[src/rtl/sync_edge_filter_if.sv]
// Signal bundle for sync_edge_filter: the synchronised input level, the
// controls and the filtered outputs. clck/rst stay outside the bundle.
//
// There is no valid/ready handshake on this bundle. sync_in, enable and
// clr_cnt are sampled on every rising clck edge. The outputs are registered
// and are valid in every cycle. rise_pulse and fall_pulse are the
// per-cycle "event present" markers for accepted transitions.
interface sync_edge_filter_if #(
  parameter int CNT_WIDTH = 8
);
  logic                 sync_in;
  logic                 enable;
  logic                 clr_cnt;
  logic                 filt_out;
  logic                 rise_pulse;
  logic                 fall_pulse;
  logic [CNT_WIDTH-1:0] edge_cnt;
  logic                 cnt_sat;
  logic [1:0]           fsm_state;

  // Driver side: stimulus or upstream logic.
  modport master (
    output sync_in, enable, clr_cnt,
    input  filt_out, rise_pulse, fall_pulse, edge_cnt, cnt_sat, fsm_state
  );

  // Filter side.
  modport slave (
    input  sync_in, enable, clr_cnt,
    output filt_out, rise_pulse, fall_pulse, edge_cnt, cnt_sat, fsm_state
  );
endinterface

[src/rtl/sync_edge_filter.sv]
// Glitch filter for an already-synchronised level. A new level is accepted
// only after FILT_CYCLES consecutive sampled cycles at that level. Each
// accepted transition produces a one-cycle rise or fall pulse. Accepted
// rising edges are counted in a saturating counter, and a sticky flag
// records any increment attempted while the counter was at its maximum.
module sync_edge_filter #(
  parameter int FILT_CYCLES = 4,
  parameter int CNT_WIDTH   = 8
) (
  input logic             clck,
  input logic             rst,
  sync_edge_filter_if.slave bus
);
  localparam int SW = (FILT_CYCLES > 1) ? $clog2(FILT_CYCLES) : 1;
  localparam logic [SW-1:0]        STAB_ONE  = SW'(1);
  localparam logic [SW-1:0]        STAB_LAST = SW'(FILT_CYCLES - 1);
  localparam logic [CNT_WIDTH-1:0] CNT_MAX   = {CNT_WIDTH{1'b1}};
  localparam logic [CNT_WIDTH-1:0] CNT_ONE   = CNT_WIDTH'(1);

  typedef enum logic [1:0] {
    STABLE_LO = 2'd0,
    CHECK_HI  = 2'd1,
    STABLE_HI = 2'd2,
    CHECK_LO  = 2'd3
  } state_t;

  state_t               state;
  logic [SW-1:0]        stab_cnt;
  logic                 filt_q;
  logic                 rise_q;
  logic                 fall_q;
  logic [CNT_WIDTH-1:0] cnt_q;
  logic                 sat_q;
  logic                 accept_rise;

  // A rising transition is accepted on this edge (drives the counter update).
  assign accept_rise = bus.enable && (state == CHECK_HI) && bus.sync_in &&
                       (stab_cnt == STAB_LAST);

  // Qualification FSM with registered level and pulse outputs.
  always_ff @(posedge clck) begin
    if (rst) begin
      state    <= STABLE_LO;
      stab_cnt <= '0;
      filt_q   <= 1'b0;
      rise_q   <= 1'b0;
      fall_q   <= 1'b0;
    end else begin
      rise_q <= 1'b0;
      fall_q <= 1'b0;
      if (!bus.enable) begin
        // Drop any partial qualification and park in the stable state
        // that matches the level currently presented.
        state    <= filt_q ? STABLE_HI : STABLE_LO;
        stab_cnt <= '0;
      end else begin
        case (state)
          STABLE_LO: begin
            if (bus.sync_in) begin
              state    <= CHECK_HI;
              stab_cnt <= STAB_ONE;
            end
          end
          CHECK_HI: begin
            if (!bus.sync_in) begin
              state    <= STABLE_LO;
              stab_cnt <= '0;
            end else if (stab_cnt == STAB_LAST) begin
              state    <= STABLE_HI;
              stab_cnt <= '0;
              filt_q   <= 1'b1;
              rise_q   <= 1'b1;
            end else begin
              stab_cnt <= stab_cnt + STAB_ONE;
            end
          end
          STABLE_HI: begin
            if (!bus.sync_in) begin
              state    <= CHECK_LO;
              stab_cnt <= STAB_ONE;
            end
          end
          CHECK_LO: begin
            if (bus.sync_in) begin
              state    <= STABLE_HI;
              stab_cnt <= '0;
            end else if (stab_cnt == STAB_LAST) begin
              state    <= STABLE_LO;
              stab_cnt <= '0;
              filt_q   <= 1'b0;
              fall_q   <= 1'b1;
            end else begin
              stab_cnt <= stab_cnt + STAB_ONE;
            end
          end
          default: begin
            state    <= STABLE_LO;
            stab_cnt <= '0;
          end
        endcase
      end
    end
  end

  // Saturating rising-edge counter. When clr_cnt and an accepted rising
  // edge fall on the same edge, the clear wins and the increment is lost.
  always_ff @(posedge clck) begin
    if (rst || bus.clr_cnt) begin
      cnt_q <= '0;
      sat_q <= 1'b0;
    end else if (accept_rise) begin
      if (cnt_q == CNT_MAX) begin
        sat_q <= 1'b1;
      end else begin
        cnt_q <= cnt_q + CNT_ONE;
      end
    end
  end

  assign bus.filt_out   = filt_q;
  assign bus.rise_pulse = rise_q;
  assign bus.fall_pulse = fall_q;
  assign bus.edge_cnt   = cnt_q;
  assign bus.cnt_sat    = sat_q;
  assign bus.fsm_state  = state;

endmodule

[src/flat_wrapper.sv]
// flat-port wrapper written by rule: the top's interface ports become plain ports
module sync_edge_filter_flat 
#(
  parameter int FILT_CYCLES = 4,
  parameter int CNT_WIDTH   = 8
)
  (clck, rst, bus_sync_in, bus_enable, bus_clr_cnt, bus_filt_out, bus_rise_pulse, bus_fall_pulse, bus_edge_cnt, bus_cnt_sat, bus_fsm_state);
  sync_edge_filter_if #(.CNT_WIDTH(CNT_WIDTH)) bus_i ();
  input logic clck;
  input logic rst;
  input wire logic [$bits(bus_i.sync_in)-1:0] bus_sync_in;
  input wire logic [$bits(bus_i.enable)-1:0] bus_enable;
  input wire logic [$bits(bus_i.clr_cnt)-1:0] bus_clr_cnt;
  output wire logic [$bits(bus_i.filt_out)-1:0] bus_filt_out;
  output wire logic [$bits(bus_i.rise_pulse)-1:0] bus_rise_pulse;
  output wire logic [$bits(bus_i.fall_pulse)-1:0] bus_fall_pulse;
  output wire logic [$bits(bus_i.edge_cnt)-1:0] bus_edge_cnt;
  output wire logic [$bits(bus_i.cnt_sat)-1:0] bus_cnt_sat;
  output wire logic [$bits(bus_i.fsm_state)-1:0] bus_fsm_state;
  assign bus_i.sync_in = bus_sync_in;
  assign bus_i.enable = bus_enable;
  assign bus_i.clr_cnt = bus_clr_cnt;
  assign bus_filt_out = bus_i.filt_out;
  assign bus_rise_pulse = bus_i.rise_pulse;
  assign bus_fall_pulse = bus_i.fall_pulse;
  assign bus_edge_cnt = bus_i.edge_cnt;
  assign bus_cnt_sat = bus_i.cnt_sat;
  assign bus_fsm_state = bus_i.fsm_state;
  sync_edge_filter #(.FILT_CYCLES(FILT_CYCLES), .CNT_WIDTH(CNT_WIDTH)) u_core (.clck(clck), .rst(rst), .bus(bus_i));
endmodule
[config.mk]
export PLATFORM = sky130hd
export DESIGN_NAME = sync_edge_filter_flat
export DESIGN_NICKNAME = d
export VERILOG_FILES = /design/src/rtl/sync_edge_filter_if.sv /design/src/rtl/sync_edge_filter.sv /design/src/flat_wrapper.sv
export SDC_FILE = /design/constraint.sdc
export NUM_CORES = 1
export LEC_CHECK = 0
export ABC_AREA = 0
export BUFFER_PORTS_ARGS = -buffer_cell sky130_fd_sc_hd__buf_2
export CELL_PAD_IN_SITES_DETAIL_PLACEMENT = 1
export CELL_PAD_IN_SITES_GLOBAL_PLACEMENT = 1
export CORE_MARGIN = 2
export CORE_UTILIZATION = 37
export DETAILED_ROUTE_END_ITERATION = 6
export GPL_ROUTABILITY_DRIVEN = 1
export PLACE_DENSITY_LB_ADDON = 0.2
export SETUP_SLACK_MARGIN = 0.05
export SLEW_MARGIN = 5
export SYNTH_ARGS = -nofsm -noshare
export SYNTH_HDL_FRONTEND = slang
export SYNTH_SLANG_ARGS = --single-unit
[constraint.sdc]
create_clock -name clck -period 2.1 [get_ports clck]
set_clock_uncertainty 0.05 [all_clocks]
set_input_delay 0.42 -clock clck [delete_from_list [all_inputs] [get_ports clck]]
set_output_delay 0.42 -clock clck [all_outputs]
set_load 0.02 [all_outputs]
---- After elaboration in Yosys (flattened, before gate mapping) ----
Cells that the tools add are included.
cells by class
  equality and inequality tests ........... 15
  reduce and logical (&&, ||, !) cells .... 14
  add/sub/neg operators ................... 2
  muxes and demuxes ....................... 20
  bitwise operators ....................... 5
operator list
  kind                 count
  $mux 2               12
  $pmux 2 s4           2
  $ne 2x2->1 const B   5
  $add 8x1->8 const B  1
  $eq 8x8->1 const B   1
  $reduce_or 4->1      2
  $eq 2x2->1 const B   3
  $ne 3x3->1 const B   2
  $reduce_and 2->1     3
  $reduce_and 6->1     1
  $mux 1               5
  $not 1->1            5
  $ne 4x3->1 const B   1
  $ne 4x4->1 const B   1
  $reduce_and 4->1     1
  $logic_and 1x1->1    3
  $add 2x1->2 const B  1
  $eq 2x1->1 const B   1
  $logic_not 2->1      1
  $ne 2x1->1 const B   1
  $pmux 1 s2           1
  $reduce_bool 2->1    1
  $reduce_or 2->1      1
  $logic_or 1x1->1     1
storage, ports and cells
  input bits .............................. 5
  register bits after elaboration ......... 16
  output and inout bits ................... 14
  logic and storage cells ................. 63

---- Depth between registers and ports, before layout ----
Gate-level depths: netlist of run 1.
  depth after elaboration ................. 5
  mapped depth ............................ 5
  depth with buffers taken out ............ 5

---- Least setup slack after synthesis of run 1 ----
OpenSTA, ideal clock, no wires.
  path kind ............................... register -> register
  from .................................... reg u_core.cnt_q[0], in the netlist u_core.bus.edge_cnt[0]
  to ...................................... reg u_core.cnt_q[6], in the netlist u_core.bus.edge_cnt[6]
  data required time ...................... 1990 ps
  library setup time ...................... 60 ps
  path buffers ............................ 0
  arrival time ............................ 1449 ps
  stages on the path, launching flop included .. 6
  clock period less this slack ............ 1559 ps
  slack ................................... 541 ps
  cell sequence ........................... dfxtp_1 ha_1 and3_1 nor3b_2 a31o_1 and3_1
on the way
  cells in the longest elaborated chain, start to end .. 3
  elaborated cells between the ends (all ways) .. 4
  classes of those cells .................. 1 x add/sub; 1 x eq/ne; 1 x bitwise; 1 x reduce/logical
RTL lines
  what                                                 RTL line                 text
  from (decl)                                          sync_edge_filter.sv:32   logic [CNT_WIDTH-1:0] cnt_q;
  from (signal assigned)                               sync_edge_filter.sv:115  cnt_q <= cnt_q + CNT_ONE;
  branches (longest 3 deep; another with $add 8x1->8)  --
Parallel ways; which one is timed is not known.
A chain may end at the register's enable or synchronous reset.

==> metrics.cfg, run 1 <==
[setup_path]
critical_path_class = register to primary output
slowest_stage = dfxtp_1
slowest_delay_ps = 660
crit_required_ps = 1630
critical_path_buf_inv_count = 1
worstPathArrival_ps = 1200
crit_fanout = 12
worstSetupStartpointType = register
crit_path_end_kind = primary output
cp_top_family = flip-flops
crit_chain = buf_2

[power]
pwr-share-clk_pct = 37.1
p_int_uw = 422.7
power.leakage_nw = 0.4005
vdd_drop_max_v = 0.0003400
powerDensity_nw_per_um2 = 595.2
p_sw_uw = 125.4
share_seq_of_total_power_pct = 57.6
combPwrFrac_pct = 5.3
p_sw_share_pct = 22.88

[clocking]
clock_latency_ps = 280
cts_setup_buffers = 0
clock_sinks = 16
ctsHoldBuffers = 0
numCtsBuffers = 3
cts_resized = 0
cts_buffer_depth = 2
clk_pin_slew_ps = 90
htreeDepth = 1
clockRootBuffer = clkbuf_4
cts_tree = done

[place]
routabilityCongestion = 0.7782
dp_hpwl_um = 1290
place_inst = 125
port_buffers = 18

[route]
drt_iter0_drc = 8
vias_per_cell = 5.326
drtAntennaViolNets = 0
wl_per_cell_um = 13.02
firstDrtPassIters = 4
vias = 687
routed_wl_um = 1680
post-route-drc-count = 0

[final_layout]
layout.nets = 110
layout-drive-gt1-share_pct = 27.45
diodes = 0
area_growth_pct = 19.48
fin_cells = 129
final_util_pct = 46.94

[sta]
hold_viol = 0
slew_violations = 0
worst_pin_slew_ps = 519.5
fin_crit_sh_pct = 79.69
clock.fmax_mhz = 597.6
slew-limit-headroom_pct = 65.32
setup_violations = 0
rsz0062_at_grt = no
period_needed_ps = 1673
totalNegativeSetupSlack_ps = 0

[synth]
async_flop_share_pct = 0
post_synth.cell_area_avg_um2 = 9.399
synth-seq-cells = 16
netlist_area_um2 = 770.7
syn-num-nets = 89
ys.flop_type = dfxtp_1
synth.yosys.seq_area_share_pct = 41.56
synth_area_leaders = dfxtp_1 42%, nand2_1 3.9%, nor2_1 3.9%, ha_1 3.2%, nand3_1 3.2%
synth_edf_count = 0
synth_cell_types = 37
yosysMostFrequentCell = dfxtp_1
synth_common_cells = 16 x dfxtp_1, 8 x nand2_1, 8 x nor2_1, 5 x nand3_1, 4 x a21oi_1
synth.largest_area_cell = dfxtp_1
ys_warn_count = 0
synth_top_area_share_pct = 41.56
syn_inst = 82

[die]
initial_core_util_pct = 39.29
placementRows = 16
dieWidth_um = 49.64
fp.coreArea_um2 = 1962
io_pins = 19
die-height_um = 49.64
die_area_um2 = 2464

[global_routing]
grtUsageTotal_pct = 15.16
grt_overflow = 0
grt_pass1_wl_um = 2918
grt_pass1_vias = 658
grt_antenna_before_repair = 0
grt_max_degree = 13

[min_path]
hold_class = input pin to register

[job]
drv_cap = 0

[status]
run_status = finished, final reports clean

final cells by class:
type | count | area, um2
multi-input cells | 62 | 432.9
repair buffers | 18 | 90.09
clock buffers | 4 | 36.28
fillers | 261 | 1041
flip-flops and latches | 16 | 320.3
well taps | 27 | 33.78
inverters | 2 | 7.507
cells by family (layout without fill, tap and decap cells):
family	Yosys count	count (layout)	synth area share, %
AND/OR/NAND/NOR	42	42	35.23
buffers and inverters	4	24	2.273
adder cells (fa/ha/maj)	2	2	3.246
AO/OA/AOI/OAI	16	16	15.42
flip-flops	16	16	41.56
XOR/XNOR	2	2	2.273
power groups by stage:
stage          clock network (mW)  logic, mW  registers, mW
2_1_floorplan                   0     0.0156          0.321
3_3_place_gp                    0     0.0285          0.322
3_5_place_dp                    0     0.0291          0.323
4_1_cts                     0.210     0.0293          0.316
5_1_grt                     0.225     0.0329          0.317
6_report                    0.203     0.0290          0.316
worst paths after layout:
check | start | end | slack [ps] | cells past startpoint
setup / recovery | register | bus_fsm_state[1] | 430 | 1
hold / removal | rst | u_core.bus.filt_out$_SDFFE_PP0P_ | 330 | 2
setup reg to reg | u_core.stab_cnt[0]$_SDFFE_PP0P_ | u_core.bus.edge_cnt[7]$_SDFFE_PP0P_ | 460 | 5
hold reg to reg | u_core.bus.cnt_sat$_SDFFE_PP0P_ | u_core.bus.cnt_sat$_SDFFE_PP0P_ | 420 | 2
registers in the layout (all words and copies together) (netlist names), named ones only:
signal and count:
u_core.bus.edge_cnt 8, u_core.stab_cnt 2, u_core.bus.cnt_sat 1, u_core.bus.fall_pulse 1, u_core.bus.filt_out 1, u_core.bus.fsm_state 1, u_core.bus.rise_pulse 1
cells in the final DEF (no fill, tap or decap), drive strengths merged, types with 4 or more instances in the layout:
cell / instances
a21oi: 4
nor2: 8
nor3: 4
nand2: 8
dfxtp: 16
buf: 18
clkbuf: 4
nand3: 5
metrics by stage:
stage / cell area (um2) / worst slack, ps / hold slack [ps] / total power [mW]
4_1_cts: 920.9 / 420.5 / 321.2 / 0.5551
5_1_grt: 920.9 / 323.8 / 323.2 / 0.5750
2_1_floorplan: 770.7 / 541.3 / 392.5 / 0.3367
3_5_place_dp: 884.6 / 467.0 / 413.3 / 0.3518
3_3_place_gp: 884.6 / 525.2 / 404.7 / 0.3509
6_report: 920.9 / 426.6 / 325.0 / 0.5481
layer usage:
layer | global-route usage, % | up-vias | wire length, um | part of all wire [%]
met3 | 3.939 | 0 | 72 | 4.3
met5 | 0 | - | 0 | 0
li1 | - | 345 | - | -
met4 | 4.167 | 0 | 0 | 0
met2 | 25.56 | 11 | 853 | 51
met1 | 18.98 | 331 | 755 | 45
(Power assumes the default switching activity.)
==> inputs of run 2 (changes only) <==
--- a/config.mk
+++ b/config.mk
@@ -10,7 +10,7 @@
 export CELL_PAD_IN_SITES_DETAIL_PLACEMENT = 1
 export CELL_PAD_IN_SITES_GLOBAL_PLACEMENT = 1
 export CORE_MARGIN = 2
-export CORE_UTILIZATION = 37
+export CORE_UTILIZATION = 34
 export DETAILED_ROUTE_END_ITERATION = 6
 export GPL_ROUTABILITY_DRIVEN = 1
 export PLACE_DENSITY_LB_ADDON = 0.2
==> constraint.sdc (replaced) <==
create_clock -name clck -period 1.4 [get_ports clck]
set_clock_uncertainty 0.05 [all_clocks]
set_input_delay 0.28 -clock clck [delete_from_list [all_inputs] [get_ports clck]]
set_output_delay 0.28 -clock clck [all_outputs]
set_load 0.02 [all_outputs]
==> metrics.cfg, run 2 (synthesis results as in run 1) <==
[status]
run_status = complete, but fails checks  ; was finished, final reports clean
violations = setup timing

[route]
drt_iter0_drc = 7  ; was 8
post-route-drc-count = 0  ; unchanged
vias = 758  ; was 687
vias_per_cell = 5.192  ; was 5.326
routed_wl_um = 2029  ; was 1680 um
wl_per_cell_um = 13.90  ; was 13.02 um
firstDrtPassIters = 4  ; unchanged
drtAntennaViolNets = 0  ; unchanged

[sta]
setup_slack_ps = -23.23  ; was 426.6 ps
slew_violations = 0  ; unchanged
hold_viol = 0  ; unchanged
slew-limit-headroom_pct = 73.02  ; was 65.32%
clock.fmax_mhz = 702.6
setup_violations = 2  ; was 0
period_needed_ps = 1423
fin_crit_sh_pct = 101.7
worst_pin_slew_ps = 403.2  ; was 519.5 ps
rsz0062_at_grt = yes  ; was no

[clocking]
clk_pin_slew_ps = 100  ; was 90 ps
numCtsBuffers = 3  ; unchanged
clock_latency_ps = 290  ; was 280 ps
ctsHoldBuffers = 0  ; unchanged
cts_tree = done  ; unchanged
clock_sinks = 16  ; unchanged
cts_buffer_depth = 2  ; unchanged
htreeDepth = 1  ; unchanged
clockRootBuffer = clkbuf_4  ; unchanged

[global_routing]
grt_antenna_before_repair = 0  ; unchanged
grtUsageTotal_pct = 17.24  ; was 15.16%
grt_max_degree = 13  ; unchanged
grt_pass1_wl_um = 3374  ; was 2918 um
grt_overflow = 0  ; unchanged
grt_pass1_vias = 727  ; was 658

[final_layout]
layout.nets = 126  ; was 110
layout_common_cells = 17 x buf_2, 16 x buf_4, 9 x dfxtp_1  ; was 18 x buf_2, 16 x dfxtp_1, 8 x nand2_1, 8 x nor2_1, 5 x nand3_1
diodes = 0  ; unchanged
largest_reg_flops = 8  ; unchanged
final_util_pct = 52.54  ; was 46.94%
fin_cells = 146  ; was 129
design_area_um2 = 1140  ; was 920.9 um2
mostFrequentLayoutCell = buf_2  ; unchanged
area_growth_pct = 47.89  ; was 19.48%
layout-drive-gt1-share_pct = 51.69  ; was 27.45%

[setup_path]
critical_path_class = register to register  ; was register to primary output
crit_path_end_kind = register  ; was primary output
crit_required_ps = 1530  ; was 1630 ps
crit_fanout = 7  ; was 12
worstPathArrival_ps = 1560  ; was 1200 ps
slowest_stage = dfxtp_2  ; was dfxtp_1
worstSetupStartpointType = register  ; unchanged
crit_chain = ha_4 -> nand4_4 -> buf_6 -> nor4_4 -> and4bb_1 -> nor3_2  ; was buf_2
slowest_delay_ps = 360  ; was 660 ps

[min_path]
hold_class = input pin to register  ; unchanged

[die]
fp.coreArea_um2 = 2170  ; was 1962 um2
dieWidth_um = 51.61  ; was 49.64 um
die_area_um2 = 2664  ; was 2464 um2
die-height_um = 51.61  ; was 49.64 um
initial_core_util_pct = 35.52  ; was 39.29%
io_pins = 19  ; unchanged
placementRows = 17  ; was 16

[place]
placed_area_um2 = 1006  ; was 884.6 um2
routabilityCongestion = 0.6556  ; was 0.7782
place_inst = 136  ; was 125
port_buffers = 18  ; unchanged
pre_cts_ws_ps = -27.22  ; was 467.0 ps
dp_hpwl_um = 1451  ; was 1290 um

[power]
vdd_drop_max_v = 0.0005997  ; was 0.0003400 V
powerDensity_nw_per_um2 = 742.7  ; was 595.2 nW/um2
power.leakage_nw = 0.4909  ; was 0.4005 nW

[job]
drv_cap = 0  ; unchanged

-- run 2: cell count changes in the layout (fill, tap and decap cells not counted), sizes merged --
| cell | delta |
|---|---|
| buf | +16 |
-- run 2: area by class of cell --
cell class                      instances  area (um2)
Sequential cell                        16       334.1
Multi-Input combinational cell         62       510.5
Clock buffer                            4       36.28
Timing Repair Buffer                   34       216.5
Inverter                                2       7.507
Fill cell                             264        1030
Tap cell                               28       35.03
-- run 2: critical path: cells and delay by family, from the launching register on --
family / cells / cell delay (ps)
and+or+nand+nor: 4 / 570
adders and majority gates: 1 / 150
buffers and inverters: 1 / 180
DFF: 1 / 360
-- run 2: repair_timing --
item / CTS / global route
gates resized for setup: 5 / 8
pin swaps: 5 / 9
cloned: 0 / 0
setup endpoints to repair: 8 / 9
buffers inserted: 1 / 5
-- run 2: final timing paths --
kind	start	end	slack, ps	cells past startpoint
max reg2reg	u_core.stab_cnt[1]$_SDFFE_PP0P_	u_core.bus.edge_cnt[7]$_SDFFE_PP0P_	-20	6
min reg2reg	u_core.bus.edge_cnt[1]$_SDFFE_PP0P_	u_core.bus.edge_cnt[1]$_SDFFE_PP0P_	450	2
min	rst	register	190	2
max	u_core.stab_cnt[1]$_SDFFE_PP0P_	u_core.bus.edge_cnt[7]$_SDFFE_PP0P_	-20	6
-- run 2: stage by stage --
stage / hold slack (ps) / total power [mW] / TNS [ps]
after floorplan: 294.7 / 0.5067 / 0
final: 193.8 / 0.8466 / -32.59
after CTS: 172.7 / 0.8526 / 0
after global placement: 400.2 / 0.5353 / 0
after detailed placement: 417.7 / 0.5365 / -30.84
after global routing: 184.9 / 0.8902 / -505.5
-- run 2: metal layers --
metal / wire length [um] / global-route usage [%] / up-vias
met5: 0 / 0 / -
met3: 84 / 3.448 / 2
met4: 19 / 7.456 / 0
met2: 958 / 26.71 / 15
li1: - / - / 379
met1: 968 / 23.17 / 362
-- run 2: report_power, final --
group          internal (mW)  switching [mW]
clock                  0.158           0.157
sequential             0.459          0.0131
combinational         0.0248          0.0349
==> inputs of run 3 (changes only) <==
--- a/config.mk
+++ b/config.mk
@@ -13,6 +13,7 @@
 export CORE_UTILIZATION = 34
 export DETAILED_ROUTE_END_ITERATION = 6
 export GPL_ROUTABILITY_DRIVEN = 1
+export MAX_ROUTING_LAYER = met4
 export PLACE_DENSITY_LB_ADDON = 0.2
 export SETUP_SLACK_MARGIN = 0.05
 export SLEW_MARGIN = 5
==> constraint.sdc (replaced) <==
create_clock -name clck -period 1.4 [get_ports clck]
set_clock_uncertainty 0.05 [all_clocks]
set_input_delay 0.42 -clock clck [delete_from_list [all_inputs] [get_ports clck]]
set_output_delay 0.42 -clock clck [all_outputs]
set_load 0.02 [all_outputs]
==> metrics.cfg, run 3 (synthesis results as in run 1) <==
[setup_path]
crit_chain = ha_4 -> nand4_4 -> nor3_2 -> and4_1 -> nor3_1  ; was ha_4 -> nand4_4 -> buf_6 -> nor4_4 -> and4bb_1 -> nor3_2
slowest_delay_ps = 370  ; was 360 ps
crit_fanout = 7  ; unchanged
r2r_slack_ps = -40  ; was -20 ps
r2r-end = u_core.bus.edge_cnt[3]$_SDFFE_PP0P_  ; was u_core.bus.edge_cnt[7]$_SDFFE_PP0P_
r2r-start = u_core.stab_cnt[0]$_SDFFE_PP0P_  ; was u_core.stab_cnt[1]$_SDFFE_PP0P_
critical_path_class = register to register  ; unchanged
reg2reg_depth = 5  ; was 6
worstSetupStartpointType = register  ; unchanged
cp_top_family = simple AND/OR/NAND/NOR gates  ; unchanged
crit_required_ps = 1520  ; was 1530 ps
critical_path_buf_inv_count = 0  ; was 1
worstPathArrival_ps = 1570  ; was 1560 ps
crit_path_end_kind = register  ; unchanged
slowest_stage = dfxtp_2  ; unchanged

[global_routing]
grt_antenna_before_repair = 0  ; unchanged
grt_pass1_wl_um = 3539  ; was 3374 um
grtUsageTotal_pct = 18.62  ; was 17.24%
grt_max_degree = 10  ; was 13
grt_overflow = 0  ; unchanged
grt_pass1_vias = 770  ; was 727

[die]
dieWidth_um = 51.61  ; unchanged
fp.coreArea_um2 = 2170  ; unchanged
die_area_um2 = 2664  ; unchanged
die-height_um = 51.61  ; unchanged
initial_core_util_pct = 35.52  ; unchanged
io_pins = 19  ; unchanged
placementRows = 17  ; unchanged

[sta]
worst_pin_slew_ps = 421.3  ; was 403.2 ps
setup_slack_ps = -43.69  ; was -23.23 ps
slew_violations = 0  ; unchanged
slew-limit-headroom_pct = 71.81  ; was 73.02%
clock.fmax_mhz = 692.7  ; was 702.6 MHz
rsz0062_at_grt = yes  ; unchanged
setup_violations = 3  ; was 2
hold_viol = 0  ; unchanged
fin_crit_sh_pct = 103.1  ; was 101.7%
period_needed_ps = 1444  ; was 1423 ps

[clocking]
clockRootBuffer = clkbuf_4  ; unchanged
cts_buffer_depth = 2  ; unchanged
numCtsBuffers = 3  ; unchanged
clock_sinks = 16  ; unchanged
clk_pin_slew_ps = 100  ; about the same
ctsHoldBuffers = 0  ; unchanged
clock_latency_ps = 280  ; was 290 ps
htreeDepth = 1  ; unchanged
cts_tree = done  ; unchanged

[final_layout]
area_growth_pct = 58.60  ; was 47.89%
fillers = 259  ; was 264
largest_reg_flops = 8  ; unchanged
layout.nets = 133  ; was 126
design_area_um2 = 1222  ; was 1140 um2
mostFrequentLayoutCell = buf_4  ; was buf_2
diodes = 0  ; unchanged
layout-drive-gt1-share_pct = 56.80  ; was 51.69%
layout_common_cells = 19 x buf_4, 13 x buf_2, 9 x buf_6, 9 x dfxtp_2  ; was 17 x buf_2, 16 x buf_4, 9 x dfxtp_1

[place]
dp_hpwl_um = 1439  ; was 1451 um
placed_area_um2 = 1006  ; unchanged
port_buffers = 18  ; unchanged
routabilityCongestion = 0.7365  ; was 0.6556
pre_cts_ws_ps = -82.56  ; was -27.22 ps

[route]
drt_iter0_drc = 12  ; was 7
wl_per_cell_um = 14.73  ; was 13.90 um
drtAntennaViolNets = 0  ; unchanged
routed_wl_um = 2254  ; was 2029 um
firstDrtPassIters = 4  ; unchanged
vias_per_cell = 5.163  ; was 5.192
post-route-drc-count = 0  ; unchanged
vias = 790  ; was 758

[min_path]
holdPathStages = 2  ; unchanged
worstHoldStart = rst  ; unchanged
hold_class = input pin to register  ; unchanged
whs_endpoint = u_core.bus.filt_out$_SDFFE_PP0P_

[status]
run_status = complete, but fails checks  ; unchanged
violations = setup timing  ; unchanged

[power]
vdd_drop_max_v = 0.0003714  ; was 0.0005997 V
power.leakage_nw = 0.5354  ; was 0.4909 nW
powerDensity_nw_per_um2 = 692.7  ; was 742.7 nW/um2

[job]
drv_cap = 0  ; unchanged

-- run 3: how the worst max path moves through the flow --
stage                                     endpoint  slack (ps)                                start  cells past startpoint
6_report       u_core.bus.edge_cnt[3]$_SDFFE_PP0P_         -40      u_core.stab_cnt[0]$_SDFFE_PP0P_                      5
5_1_grt        u_core.bus.edge_cnt[6]$_SDFFE_PP0P_        -120      u_core.stab_cnt[0]$_SDFFE_PP0P_                      5
4_1_cts        u_core.bus.edge_cnt[7]$_SDFFE_PP0P_          10      u_core.stab_cnt[1]$_SDFFE_PP0P_                      5
3_5_place_dp   u_core.bus.edge_cnt[3]$_SDFFE_PP0P_         -80                           bus_enable                      5
3_3_place_gp   u_core.bus.edge_cnt[6]$_SDFFE_PP0P_         -30                           bus_enable                      5
2_1_floorplan  u_core.bus.edge_cnt[6]$_SDFFE_PP0P_          30  u_core.bus.edge_cnt[0]$_SDFFE_PP0P_                      5
-- run 3: through the flow --
| step | util [%] | cells | total power, mW | hold slack (ps) | setup TNS [ps] |
|---|---|---|---|---|---|
| finish | 56.34 | 153 | 0.8468 | 325.3 | -88.98 |
| detailed placement | 46.37 | 136 | 0.5365 | 413.8 | -294.5 |
| global placement | 46.37 | 136 | 0.5349 | 399.0 | -55.79 |
| floorplan | - | 82 | 0.5067 | 434.7 | 0 |
| CTS | 52.36 | 146 | 0.8496 | 319.0 | 0 |
| global route | 56.34 | 153 | 0.8853 | 329.6 | -579.1 |
-- run 3: timing repair --
action | 4_1_cts | 5_1_grt
setup endpoints to repair | 15 | 16
pin swaps | 5 | 3
resized for setup | 18 | 12
setup buffers | 6 | 7
-- run 3: per-layer routing --
layer  track usage, %  part of all wire [%]  vias up
met5                -                     0        -
met4            5.263                  0.89        0
met3            3.448                   2.6        2
met1            22.06                    43      382
met2            32.26                    53       12
li1                 -                     -      394
-- run 3: power breakdown --
group	switching, mW	internal, mW
registers	0.00832	0.456
clock network	0.151	0.158
logic	0.0410	0.0332
-- run 3: cell type report --
| class | instances | area, um2 | share of cell area (%) |
|---|---|---|---|
| flip-flops and latches | 16 | 346.6 | 28.35 |
| multi-input cells | 62 | 488.0 | 39.92 |
| inverters | 2 | 7.507 | 0.6141 |
| clock buffers | 4 | 36.28 | 2.968 |
| repair buffers | 41 | 309.0 | 25.28 |
| well taps | 28 | 35.03 | 2.866 |
